`src/rtl/pipe_pkg.sv`:
```
// Shared definitions for the generic inter-stage pipeline buffer:
// state encodings, default bundle/counter widths and the bubble fill value.
package pipe_pkg;

  localparam logic [1:0] ST_EMPTY = 2'd0;
  localparam logic [1:0] ST_ONE   = 2'd1;
  localparam logic [1:0] ST_TWO   = 2'd2;

  typedef enum logic [1:0] {
    S_EMPTY = ST_EMPTY,
    S_ONE   = ST_ONE,
    S_TWO   = ST_TWO
  } buf_state_e;

  // Default packed stage-bundle width and stall counter width.
  localparam int PIPE_WIDTH  = 32;
  localparam int STALL_CNT_W = 16;

  // Bubble is all-zero: every control enable in a packed bundle deasserted.
  localparam logic BUBBLE_BIT = 1'b0;

endpackage

```
`src/rtl/pipe_stage_buf_if.sv`:
```
// Handshake/status bundle between a pipeline stage buffer and its neighbours.
// slave is the buffer's view; master is the surrounding stages' view.
interface pipe_stage_buf_if
  import pipe_pkg::*;
#(
  parameter int WIDTH = PIPE_WIDTH,
  parameter int CNT_W = STALL_CNT_W
);
  logic             in_valid;
  logic             in_ready;
  logic [WIDTH-1:0] in_data;
  logic             out_valid;
  logic             out_ready;
  logic [WIDTH-1:0] out_data;
  logic             flush;
  logic [1:0]       occupancy;
  logic [CNT_W-1:0] stall_cnt;

  modport slave (
    input  in_valid, in_data, out_ready, flush,
    output in_ready, out_valid, out_data, occupancy, stall_cnt
  );

  modport master (
    output in_valid, in_data, out_ready, flush,
    input  in_ready, out_valid, out_data, occupancy, stall_cnt
  );
endinterface

```
`src/rtl/pipe_stage_buf.sv`:
```
// Two-entry skid pipeline register with flush and saturating stall counter.
// All state moves on the falling clock edge, like the older fixed-field buffers.
//
// state   | meaning
// S_EMPTY | nothing held, out_data = BUBBLE
// S_ONE   | main holds the head bundle
// S_TWO   | main holds head, skid holds the next bundle; upstream blocked
module pipe_stage_buf
  import pipe_pkg::*;
#(
  parameter int               WIDTH  = PIPE_WIDTH,
  parameter logic [WIDTH-1:0] BUBBLE = {WIDTH{BUBBLE_BIT}},
  parameter int               CNT_W  = STALL_CNT_W
) (
  input logic              clk,
  input logic              rst,
  pipe_stage_buf_if.slave  bus
);

  buf_state_e       state_q;
  logic [WIDTH-1:0] main_q;
  logic [WIDTH-1:0] skid_q;
  logic [CNT_W-1:0] stall_cnt_q;
  logic [CNT_W-1:0] stall_cnt_d;
  logic             push;
  logic             pop;
  logic             out_valid;
  logic             in_ready;

  // Ready and valid decode only the state register, so upstream never sees
  // a combinational path from any input.
  assign in_ready  = (state_q != S_TWO);
  assign out_valid = (state_q != S_EMPTY);

  assign push = bus.in_valid & in_ready;
  assign pop  = out_valid & bus.out_ready;

  always_comb begin
    stall_cnt_d = stall_cnt_q;
    if (out_valid && !bus.out_ready && (stall_cnt_q != {CNT_W{1'b1}}))
      stall_cnt_d = stall_cnt_q + CNT_W'(1);
  end

  always_ff @(negedge clk or posedge rst) begin
    if (rst) begin
      state_q     <= S_EMPTY;
      main_q      <= BUBBLE;
      skid_q      <= BUBBLE;
      stall_cnt_q <= '0;
    end else begin
      // Stall counting looks at the pre-flush state and survives a flush.
      stall_cnt_q <= stall_cnt_d;
      if (bus.flush) begin
        state_q <= S_EMPTY;
        main_q  <= BUBBLE;
        skid_q  <= BUBBLE;
      end else begin
        case (state_q)
          S_EMPTY: begin
            if (push) begin
              state_q <= S_ONE;
              main_q  <= bus.in_data;
            end
          end
          S_ONE: begin
            if (push && pop) begin
              main_q <= bus.in_data;
            end else if (push) begin
              state_q <= S_TWO;
              skid_q  <= bus.in_data;
            end else if (pop) begin
              state_q <= S_EMPTY;
              main_q  <= BUBBLE;
            end
          end
          S_TWO: begin
            if (pop) begin
              state_q <= S_ONE;
              main_q  <= skid_q;
              skid_q  <= BUBBLE;
            end
          end
          default: begin
            state_q <= S_EMPTY;
            main_q  <= BUBBLE;
            skid_q  <= BUBBLE;
          end
        endcase
      end
    end
  end

  assign bus.in_ready  = in_ready;
  assign bus.out_valid = out_valid;
  assign bus.out_data  = main_q;
  assign bus.occupancy = state_q;
  assign bus.stall_cnt = stall_cnt_q;

endmodule

```
`src/flat_wrapper.sv`:
```
// flat-port wrapper written by rule: the top's interface ports become plain ports
module pipe_stage_buf_flat import pipe_pkg::*;
#(
  parameter int               WIDTH  = PIPE_WIDTH,
  parameter logic [WIDTH-1:0] BUBBLE = {WIDTH{BUBBLE_BIT}},
  parameter int               CNT_W  = STALL_CNT_W
)
  (clk, rst, bus_in_valid, bus_in_data, bus_out_ready, bus_flush, bus_in_ready, bus_out_valid, bus_out_data, bus_occupancy, bus_stall_cnt);
  pipe_stage_buf_if #(.WIDTH(WIDTH), .CNT_W(CNT_W)) bus_i ();
  input logic clk;
  input logic rst;
  input wire logic [$bits(bus_i.in_valid)-1:0] bus_in_valid;
  input wire logic [$bits(bus_i.in_data)-1:0] bus_in_data;
  input wire logic [$bits(bus_i.out_ready)-1:0] bus_out_ready;
  input wire logic [$bits(bus_i.flush)-1:0] bus_flush;
  output wire logic [$bits(bus_i.in_ready)-1:0] bus_in_ready;
  output wire logic [$bits(bus_i.out_valid)-1:0] bus_out_valid;
  output wire logic [$bits(bus_i.out_data)-1:0] bus_out_data;
  output wire logic [$bits(bus_i.occupancy)-1:0] bus_occupancy;
  output wire logic [$bits(bus_i.stall_cnt)-1:0] bus_stall_cnt;
  assign bus_i.in_valid = bus_in_valid;
  assign bus_i.in_data = bus_in_data;
  assign bus_i.out_ready = bus_out_ready;
  assign bus_i.flush = bus_flush;
  assign bus_in_ready = bus_i.in_ready;
  assign bus_out_valid = bus_i.out_valid;
  assign bus_out_data = bus_i.out_data;
  assign bus_occupancy = bus_i.occupancy;
  assign bus_stall_cnt = bus_i.stall_cnt;
  pipe_stage_buf #(.WIDTH(WIDTH), .BUBBLE(BUBBLE), .CNT_W(CNT_W)) u_core (.clk(clk), .rst(rst), .bus(bus_i));
endmodule
```
`config.mk`:
```
export PLATFORM = sky130hd
export DESIGN_NAME = pipe_stage_buf_flat
export DESIGN_NICKNAME = d
export VERILOG_FILES = /design/src/rtl/pipe_pkg.sv /design/src/rtl/pipe_stage_buf_if.sv /design/src/rtl/pipe_stage_buf.sv /design/src/flat_wrapper.sv
export SDC_FILE = /design/constraint.sdc
export NUM_CORES = 1
export LEC_CHECK = 0
export ABC_AREA = 1
export BUFFER_PORTS_ARGS = -buffer_cell sky130_fd_sc_hd__buf_2
export CORE_UTILIZATION = 49
export DETAILED_ROUTE_END_ITERATION = 8
export PLACE_DENSITY = 0.79
export SLEW_MARGIN = 40
export SYNTH_ARGS = -nofsm -noshare
export SYNTH_HDL_FRONTEND = slang
export SYNTH_SLANG_ARGS = --single-unit
```
`constraint.sdc`:
```
create_clock -name clk -period 2.75 [get_ports clk]
set_input_delay 0.6875 -clock clk [delete_from_list [all_inputs] [get_ports clk]]
set_output_delay 0.6875 -clock clk [all_outputs]
set_load 0.005 [all_outputs]
```
# Yosys cells after proc, flatten, opt, wreduce, memory -nomap -nowiden
# Cells that the tools add are included.
# totals
ramBits,0
out_inout_bits,52
elab_cells,45
mem_bits_ro,0
mem_count,0
in_bits,37
latch_bits,0
reg_bits,82
# op_classes
mux,17
div,0
n_reduce_logical,9
bitwise_logic,2
n_lt_le_gt_ge,0
n_eq_ne,12
add_sub_neg,1
shifts,0
multipliers,0
# ops
operator,n
two-way mux 32 bit,8
case mux 32 bit (3 select lines),2
adder 16 x 1 -> 16 bit (second input constant),1
!= test 16 bit (second input constant),1
two-way mux 2 bit,6
AND reduction 4 bit,3
!= test 3 x 2 -> 1 bit (second input constant),3
!= test 4 x 2 -> 1 bit (second input constant),2
case mux 2 bit (3 select lines),1
!= test 2 bit (second input constant),2
!= test 4 bit (second input constant),1
logical AND 1 bit,3
!= test 3 bit (second input constant),1
bitwise AND 1 bit,2
== test 2 x 1 -> 1 bit (second input constant),1
== test 2 bit (second input constant),1
logical NOT 2 bit,1
nonzero test 2 bit,1
logical NOT 1 bit,1

# Logic depth before layout (Yosys ltp)
# depth
word_depth,7
ltp_mapped,9
depth_no_buf,8

==> qor.yml <==
yosysTopAreaCell: "dfrtn_1"
drt_first_pass_iters: 6
seq_area_frac_synth_pct: 50.2
synth_cells: 560
fin_nets: 762
netlist_top_cells_area: "dfrtn_1 50%, nand2_1 28%, nand3_1 5.0%"
tightestPinTransition_ps: 526
drt_wl_total_mm: 15.8
synth_edf_count: 0
setup_viol: 116
crit_chain: "nor2_1 -> inv_1 -> buf_2"
vias: 4763
pre_cts_ws_ps: -498
max_stage_delay_ps: 400
synth-seq-cells: 82
drt-initial-drc-count: 477
setup_ws_ps: -495
seq_power_share_pct: 37.8
holdBufCountCts: 0
drc_errors: 0
syn-cell-area_um2: 4090
rows: 32
dieWidth_um: 93.3
required_ps: 2060
grt_pass1_vias: 4132
initial_core_util_pct: 51.8
p_per_area_nw_per_um2: 623
cp_slowest_cell: "dfrtn_1"
fp.coreArea_um2: 7890
io-pin-count: 89
synth_ff_type: "dfrtn_1"
skew_ps: 9.54
end_kind: "output pin"
asyncSetResetFlopFracSynth_pct: 100
synth_cell_types: 25
io_buffers: 88
grt_pass1_wl_mm: 19.4
grt_usage_pct: 28.9
yosysWarnings: 0
critPathArrivalTime_ps: 2560
cts_max_path_buffers: 2
wl_per_cell_um: 19.0
syn_nets: 598
path_clk_slew_ps: 60
p_comb_share_pct: 38.4
yosysTopAreaCellShare_pct: 50.2
grt_max_degree: 40
layout-drive-gt1-share_pct: 43.3
clk_latency_ps: 360
holdWs_ps: 430
fp.dieH_um: 93.3
p_int_mw: 2.54
finalSetupTns_ps: -20110
mostFrequentLayoutCells: "271 x nand2_1, 84 x buf_2, 82 x dfrtn_1"
cts_tree: "yes"
drv_slew: 0
syn_area_per_cell_um2: 7.30
total_power_mw: 4.00
maxCapViolCount: 0
switching_share_pct: 36.4
hpwl_mm: 6.95
grt_setup_unrepaired: "yes"
crit_fanout: 3
cts.sinks: 82
multi_input_area_um2: 2420
dieArea_um2: 8710
status: "finished, violations left"
vdd_ir_drop_max_mv: 0.331
worst_setup_path_start_kind: "flip-flop"
cts-root-buf: "clkbuf_8"
area_delta_synth_final_pct: 56.9
hold_class: "reg -> reg"
hold_violations: 0
overflow: 0
power.leakage_nw: 3.51
power.share.clock_pct: 23.8
antenna_left: 0
antennaDiodeCount: 0
vias_per_cell: 5.73
place_congestion: 0.874
fin_util_pct: 81.3
crit_type: "reg -> out"
antenna_found_initial: 0
htree_levels: 3
failed_checks: "negative setup slack"
final_common_cell: "nand2_1"
cts_buffers: 9
slew_headroom_pct: 64.8
seq_area_um2: 2050
fillers: 423
switchingPower_mw: 1.45
power groups by stage:
| stage | clock, mW | combinational (mW) | sequential [mW] |
|---|---|---|---|
| 2_1_floorplan | 0 | 0.514 | 1.51 |
| 3_3_place_gp | 0 | 0.841 | 1.49 |
| 3_5_place_dp | 0 | 0.867 | 1.49 |
| 4_1_cts | 0.942 | 1.12 | 1.47 |
| 5_1_grt | 1.01 | 1.62 | 1.52 |
| 6_report | 0.951 | 1.53 | 1.51 |
logic make-up after synthesis:
kind of cell / synth area share [%]
DFF: 50.2
buffers and inverters: 5.17
xor gates and xnor gates: 1.50
and+or+nand+nor: 37.4
AOI/OAI and AO/OA: 5.42
adders and majority gates: 0.306
Yosys cell counts (2+ instances only):
library cell and n:
buf_2 10, buf_6 2, clkbuf_1 13, dfrtn_1 82, inv_1 18, inv_2 3, nand2_1 307, nand2_2 2
nand3_1 41, nand3_2 2, nand4_1 3, nor2_1 21, nor2_2 2, o21ai_0 37, xnor2_1 7
routing by layer:
layer	track usage [%]	vias to the layer above	part of all wire, %
met2	49.0	312	49
met3	6.18	96	8.7
met5	0	-	0
li1	-	2087	-
met1	35.9	2268	36
met4	11.7	0	5.7
final cells by class:
class | instances | area share, %
clock buffer | 11 | 2.36
sequential | 82 | 32.0
inverter | 22 | 1.89
tap | 102 | 1.99
timing repair buffer | 177 | 22.9
clock inverter | 5 | 0.956
timing repair inverter | 2 | 0.273
multi-input combinational | 430 | 37.7
per-stage QoR:
step | cell area (µm²) | std cells
5_1_grt | 6410 | 831
6_report | 6410 | 831
3_5_place_dp | 4940 | 760
3_3_place_gp | 4940 | 760
4_1_cts | 5590 | 803
2_1_floorplan | 4240 | 560
worst paths after layout:
kind	start	end	slack [ps]	depth (start not counted)
min in group asynchronous	rst	u_core.bus.out_data[27]	1520	2
max in group asynchronous	rst	u_core.skid_q[18]	730	3
hold / removal	u_core.bus.out_data[13]	u_core.bus.out_data[13]	430	2
setup reg to reg	u_core.bus.occupancy[1]	u_core.bus.out_data[6]	550	12
setup / recovery	u_core.bus.occupancy[0]	bus_out_valid	-490	3
hold reg to reg	u_core.bus.out_data[13]	u_core.bus.out_data[13]	430	2
worst max-delay path, delay by kind of cell, from the launching register on:
kind / cells / cell delay, ps
buffers and inverters: 2 / 250
flip-flops: 1 / 400
AND/OR/NAND/NOR: 1 / 190
registers in the layout, summed over array words and instances (netlist names):
| register | flops |
|---|---|
| u_core.bus.out_data | 32 |
| u_core.bus.occupancy | 2 |
| u_core.bus.stall_cnt | 16 |
| u_core.skid_q | 32 |
what timing repair did:
| item | 4_1_cts | 5_1_grt |
|---|---|---|
| setup buffers | 21 | 23 |
| endpoints found under the setup margin | 94 | 112 |
| cloned | 6 | 8 |
| endpoints found under the hold margin | 0 | 0 |
| gates resized for setup | 36 | 135 |
| pin swaps | 5 | 19 |
(Power assumes the default switching activity.)
